--- config.mk ---
export PLATFORM = sky130hd
export DESIGN_NAME = mux_scan
export DESIGN_NICKNAME = d
export VERILOG_FILES = /design/src/rtl/mux_scan.sv
export SDC_FILE = /design/constraint.sdc
export NUM_CORES = 1
export LEC_CHECK = 0
export CAP_MARGIN = 20
export CORE_MARGIN = 2
export CORE_UTILIZATION = 48
export CTS_BUF_LIST = sky130_fd_sc_hd__clkbuf_2 sky130_fd_sc_hd__clkbuf_4 sky130_fd_sc_hd__clkbuf_8
export DETAILED_ROUTE_END_ITERATION = 10
export HOLD_SLACK_MARGIN = 0.12
export PLACE_DENSITY = 0.95
export SLEW_MARGIN = 20
export SYNTH_ARGS = -nofsm -noshare
export SYNTH_HDL_FRONTEND = slang
export SYNTH_SLANG_ARGS = --single-unit
--- constraint.sdc ---
create_clock -name i_clk -period 3.3 [get_ports i_clk]
set_input_delay 0.495 -clock i_clk [delete_from_list [all_inputs] [get_ports i_clk]]
set_output_delay 0.495 -clock i_clk [all_outputs]
set_load 0.01 [all_outputs]
--- src/rtl/mux_scan.sv ---
`default_nettype none
// ============================================================================
// Module      : mux_scan
// Description : Counter-readout multiplexer for N_CH gray-counter channels.
//               Picks one channel's {roll_b, cnt_b, roll_a, cnt_a} payload
//               and registers it for the output pins. There are three modes:
//               direct priority select, round-robin scan with programmable
//               dwell, and snapshot with a valid/ready handshake.
// Revision    : 1.0 - initial release
// ----------------------------------------------------------------------------
// Ports:
//   i_clk      system clock, posedge
//   i_rst      synchronous active-high reset
//   i_mode     0 direct, 1 scan, 2 snapshot, 3 reserved (acts as direct)
//   i_sel      priority select, bit k-1 -> channel k, highest bit wins
//   i_dwell    scan dwell in cycles per channel (0 acts as 1)
//   i_roll_a   A roll flag per channel
//   i_roll_b   B roll flag per channel
//   i_cnt_a    A counters, channel k at [k*CNT_W +: CNT_W]
//   i_cnt_b    B counters, same packing
//   i_req      snapshot request
//   i_ready    snapshot consumer ready
//   o_data     registered payload of the chosen channel
//   o_ch       index of the channel held in o_data
//   o_valid    o_data qualifier (meaning depends on mode)
//   o_ovf      sticky flag: a snapshot request was dropped
// ============================================================================
module mux_scan #(
    parameter  int N_CH    = 7,
    parameter  int CNT_W   = 5,
    parameter  int DWELL_W = 8,
    parameter  int CH_W    = $clog2(N_CH),
    localparam int P_W     = 2*CNT_W + 2
) (
    input  logic                  i_clk,
    input  logic                  i_rst,
    input  logic [1:0]            i_mode,
    input  logic [N_CH-2:0]       i_sel,
    input  logic [DWELL_W-1:0]    i_dwell,
    input  logic [N_CH-1:0]       i_roll_a,
    input  logic [N_CH-1:0]       i_roll_b,
    input  logic [N_CH*CNT_W-1:0] i_cnt_a,
    input  logic [N_CH*CNT_W-1:0] i_cnt_b,
    input  logic                  i_req,
    input  logic                  i_ready,
    output logic [P_W-1:0]        o_data,
    output logic [CH_W-1:0]       o_ch,
    output logic                  o_valid,
    output logic                  o_ovf
);

    typedef enum logic [1:0] {
        ST_DIRECT    = 2'd0,
        ST_SCAN      = 2'd1,
        ST_SNAP_IDLE = 2'd2,
        ST_SNAP_HOLD = 2'd3
    } state_t;

    // Mode families; both snapshot states belong to the same family.
    localparam logic [1:0] c_FAM_DIRECT = 2'd0;
    localparam logic [1:0] c_FAM_SCAN   = 2'd1;
    localparam logic [1:0] c_FAM_SNAP   = 2'd2;

    state_t               r_state_q, w_state_d;
    logic [CH_W-1:0]      r_idx_q,   w_idx_d;
    logic [DWELL_W-1:0]   r_dwell_q, w_dwell_d;
    logic [P_W-1:0]       r_data_q,  w_data_d;
    logic [CH_W-1:0]      r_ch_q,    w_ch_d;
    logic                 r_valid_q, w_valid_d;
    logic                 r_ovf_q,   w_ovf_d;

    logic [P_W-1:0]       w_pay [N_CH];
    logic [CH_W-1:0]      w_sel_ch;
    logic [1:0]           w_req_fam;
    logic [1:0]           w_cur_fam;
    logic [DWELL_W-1:0]   w_dwell_last;
    logic                 w_dwell_done;

    // Per-channel payload assembly.
    generate
        for (genvar k = 0; k < N_CH; k++) begin : g_pay
            assign w_pay[k] = {i_roll_b[k], i_cnt_b[k*CNT_W +: CNT_W],
                               i_roll_a[k], i_cnt_a[k*CNT_W +: CNT_W]};
        end
    endgenerate

    // Priority encoder: the loop runs upward so the highest set bit wins.
    always_comb begin
        w_sel_ch = '0;
        for (int k = 0; k < N_CH-1; k++) begin
            if (i_sel[k]) begin
                w_sel_ch = CH_W'(k + 1);
            end
        end
    end

    always_comb begin
        case (i_mode)
            2'd1:    w_req_fam = c_FAM_SCAN;
            2'd2:    w_req_fam = c_FAM_SNAP;
            default: w_req_fam = c_FAM_DIRECT;
        endcase
        case (r_state_q)
            ST_SCAN:      w_cur_fam = c_FAM_SCAN;
            ST_SNAP_IDLE: w_cur_fam = c_FAM_SNAP;
            ST_SNAP_HOLD: w_cur_fam = c_FAM_SNAP;
            default:      w_cur_fam = c_FAM_DIRECT;
        endcase
    end

    // A dwell of 0 behaves as 1. Using >= rather than == makes a shortened
    // dwell advance at once when the counter is already past the new limit.
    assign w_dwell_last = (i_dwell == '0) ? '0 : i_dwell - DWELL_W'(1);
    assign w_dwell_done = (r_dwell_q >= w_dwell_last);

    always_comb begin
        w_state_d = r_state_q;
        w_idx_d   = r_idx_q;
        w_dwell_d = r_dwell_q;
        w_data_d  = r_data_q;
        w_ch_d    = r_ch_q;
        w_valid_d = r_valid_q;
        w_ovf_d   = r_ovf_q;

        if (w_req_fam != w_cur_fam) begin
            // Mode change: enter the new family cleanly. The payload holds.
            case (w_req_fam)
                c_FAM_SCAN: w_state_d = ST_SCAN;
                c_FAM_SNAP: w_state_d = ST_SNAP_IDLE;
                default:    w_state_d = ST_DIRECT;
            endcase
            w_idx_d   = '0;
            w_dwell_d = '0;
            w_valid_d = 1'b0;
            w_ovf_d   = 1'b0;
        end else begin
            case (r_state_q)
                ST_DIRECT: begin
                    w_data_d  = w_pay[w_sel_ch];
                    w_ch_d    = w_sel_ch;
                    w_valid_d = 1'b1;
                end
                ST_SCAN: begin
                    w_data_d  = w_pay[r_idx_q];
                    w_ch_d    = r_idx_q;
                    // A zero dwell count marks the first cycle on a channel.
                    w_valid_d = (r_dwell_q == '0);
                    if (w_dwell_done) begin
                        w_dwell_d = '0;
                        w_idx_d   = (r_idx_q == CH_W'(N_CH-1)) ? '0
                                                               : r_idx_q + CH_W'(1);
                    end else begin
                        w_dwell_d = r_dwell_q + DWELL_W'(1);
                    end
                end
                ST_SNAP_IDLE: begin
                    w_valid_d = 1'b0;
                    if (i_req) begin
                        w_data_d  = w_pay[w_sel_ch];
                        w_ch_d    = w_sel_ch;
                        w_valid_d = 1'b1;
                        w_state_d = ST_SNAP_HOLD;
                    end
                end
                ST_SNAP_HOLD: begin
                    // A request while a snapshot is held is lost, even when
                    // the consumer releases the held snapshot in this cycle.
                    if (i_req) begin
                        w_ovf_d = 1'b1;
                    end
                    if (i_ready) begin
                        w_valid_d = 1'b0;
                        w_state_d = ST_SNAP_IDLE;
                    end
                end
                default: begin
                    w_state_d = ST_DIRECT;
                end
            endcase
        end
    end

    always_ff @(posedge i_clk) begin
        if (i_rst) begin
            r_state_q <= ST_DIRECT;
            r_idx_q   <= '0;
            r_dwell_q <= '0;
            r_data_q  <= '0;
            r_ch_q    <= '0;
            r_valid_q <= 1'b0;
            r_ovf_q   <= 1'b0;
        end else begin
            r_state_q <= w_state_d;
            r_idx_q   <= w_idx_d;
            r_dwell_q <= w_dwell_d;
            r_data_q  <= w_data_d;
            r_ch_q    <= w_ch_d;
            r_valid_q <= w_valid_d;
            r_ovf_q   <= w_ovf_d;
        end
    end

    assign o_data  = r_data_q;
    assign o_ch    = r_ch_q;
    assign o_valid = r_valid_q;
    assign o_ovf   = r_ovf_q;

endmodule
`default_nettype wire

==> results.toml <==
[synthesis]
synth_flop_cell = "dfxtp_1"
syn_inst = 435
syn_area_um2 = 3520
ys_top_cells_by_area = "dfxtp_1 (17%), mux4_2 (7.7%), a21oi_1 (6.3%)"
ys_types = 70
syn-num-nets = 550
ys_async_sr_fraction_pct = 0
ys_ff_latch = 30
syn_area_per_cell_um2 = 8.09
synthTopCellsByCount = "a21oi_1 (44), dfxtp_1 (30), nand2_1 (28), nand3_1 (23), nor2_1 (23)"
synth_area_leader_cell = "dfxtp_1"
synth_top_area_share_pct = 17.1
seq_area_frac_synth_pct = 17.1
synth_edf_count = 0
yosysWarningCount = 0
yosysMostFrequentCell = "a21oi_1"

[power_and_ir_drop]
switching_share_pct = 35.3
p_leak_nw = 1.74
ir_worst_vdd_uv = 138
internal-power_mw = 0.870
finalPower_mw = 1.34
power.density_nw_per_um2 = 276
clkPwrFrac_pct = 24.1
switching_power_mw = 0.474
p_comb_share_pct = 43.5
seqPwrFrac_pct = 32.4

[clock_tree]
cts_root_buf = "clkbuf_8"
ctsHtreeMaxLevel = 2
cts_tree = "yes"
postCtsHoldBufs = 0
cts_max_path_buffers = 2
postCtsSetupRepairBufs = 0
cts_sinks = 30
cts_resized = 0
cts_made_buffers = 5
clkTransAtPathRegs_ns = 0.08
clk-insertion-delay-late_ns = 0.29

[sta]
min_period_over_period_pct = 90.8
hold_ws_ns = 0.478
finalCriticalPeriod_ns = 3.00
fin_skew_ns = 0.00862
finalHoldViolations = 0
tightest_slew_ns = 1.07
setup_viol = 0
rsz0062_at_grt = "false"
max_freq_ghz = 0.334
drv_slew = 0
slew_headroom_pct = 28.4

[layout]
drive_above_1_share_pct = 11.0
n_antenna_cell = 0
multiInputGateArea_um2 = 2630
register_area_um2 = 601
fill_cells = 552
area_growth_pct = 38.2
fin_nets = 660

[worst_hold_path]
hold_class = "reg -> reg"
min-delay-start = "o_ovf"

[worst_setup_path]
crit_chain = "clkdlybuf4s50_1, inv_1, ha_1, nand2_1, or3_1, nor3b_1, a21oi_1, ha_1, nand4_1, o31a_1, or4b_4, a21oi_2"
crit_top_cell = "ha_1"
cp_max_fo = 3
path_class = "in -> reg"
cp_slowest_stage_delay_ns = 0.53
cp-start-kind = "primary input"
required_ns = 3.53
crit_slowest_cell = "or4b_4"
arrival_ns = 3.23
end_kind = "register"
worstReg2RegStart = "r_dwell_q[0]"
crit_start = "i_dwell[0]"

[die]
die_h_um = 89.6
die-area_um2 = 8030
initial_utilization_pct = 49.0
core_area_um2 = 7180
rows = 31
fp.dieW_um = 89.6
io_pins = 121

[grt]
grt_overflow = 0
antenna_found_initial = 0
grt_pass1_vias = 4101
grt_pass1_wl_mm = 19.5
grtUsageTotal_pct = 31.0
grt_max_degree = 30

[routing]
wl_per_cell_um = 19.1
drc = 0
postRouteAntennaNets = 0
vias_per_cell = 6.65
drt_iter0_drc = 430
drt_wl_total_mm = 12.3
drt-pass1-iter-count = 6
vias = 4289

[placed_design]
dp_hpwl_mm = 9.42
io_buffers = 120
gp_congestion = 0.972

[outcome]
status = "complete, no violations"

[job]
drv_cap = 0
routing by layer:
layer | wire length (µm) | global-route usage (%) | up-vias
li1 | - | - | 1932
met1 | 4780 | 39.1 | 1983
met2 | 5890 | 52.2 | 336
met3 | 1360 | 6.40 | 38
met4 | 282 | 11.3 | 0
met5 | 0 | 0 | -
critical path: cells and delay by family:
| family | cells | cell delay (ns) |
|---|---|---|
| fa+ha+maj | 2 | 0.47 |
| compound gates | 3 | 0.48 |
| buf+inv | 2 | 0.53 |
| simple gates | 5 | 1.26 |
registers in the layout (all words and copies together) (netlist names):
name and flops:
o_ch 3, o_data 12, o_ovf 1, o_valid 1, r_dwell_q 8, r_idx_q 3, r_state_q 2
logic make-up after synthesis:
logic type                 Yosys count  share of synthesized area [%]
buffers and inverters               55                           8.32
DFF                                 30                           17.1
adders and majority gates           11                           3.91
and+or+nand+nor                    116                           17.4
muxes                               28                           12.3
AOI/OAI and AO/OA                  187                           39.1
xor gates and xnor gates             8                           1.99
per-stage QoR:
step,TNS [ns],util (%),std cells,area (µm²),setup WS (ns)
floorplan,0,-,435,3520,0.446
global placement,0,66.5,637,4770,0.122
detailed placement,-0.0216,66.5,637,4770,-0.0216
CTS,0,67.8,645,4860,0.279
global route,0,67.8,645,4860,0.112
finish,0,67.8,645,4860,0.302
path summary, 6_finish.rpt:
kind | to | slack, ns | cells past startpoint
setup / recovery | r_idx_q[2] | 0.30 | 12
hold / removal | o_ovf | 0.48 | 2
setup reg to reg | r_dwell_q[3] | 1.03 | 7
hold reg to reg | o_ovf | 0.48 | 2
power groups by stage:
stage	clock network (mW)	registers, mW	logic [mW]
5_1_grt	0.343	0.438	0.627
6_report	0.324	0.436	0.585
2_1_floorplan	0	0.443	0.285
3_5_place_dp	0	0.443	0.573
3_3_place_gp	0	0.442	0.556
4_1_cts	0.324	0.434	0.575
cell usage in the layout (no fill, tap or decap), types with 3 or more instances in the layout:
cell and instances:
a211o_1 3, nand4_1 3, o221a_1 6, a2bb2oi_1 12, a21oi_1 44, mux4_2 12
o21a_1 8, a2111oi_0 8, clkdlybuf4s50_1 120, nand2b_1 4, a311oi_2 4, nor2b_1 4
a31oi_1 6, a211oi_1 17, o221ai_1 12, xor2_1 6, nor2_1 23, nor4_1 3
clkbuf_8 6, ha_1 11, inv_1 17, mux2i_1 15, o21ai_1 11, o31ai_1 3
nor3_1 9, o211ai_1 4, a22oi_1 4, o21ai_0 22, nand3_1 23, buf_4 20
dfxtp_1 30, nand2_1 28
layout make-up:
type	instances	area share (%)
inverters	18	1.39
clock buffers	6	1.70
flip-flops and latches	30	12.3
multi-input cells	350	54.0
well taps	99	2.55
repair buffers	140	27.8
clock inverters	2	0.257
Note: power is estimated with default switching activity, not from simulation.
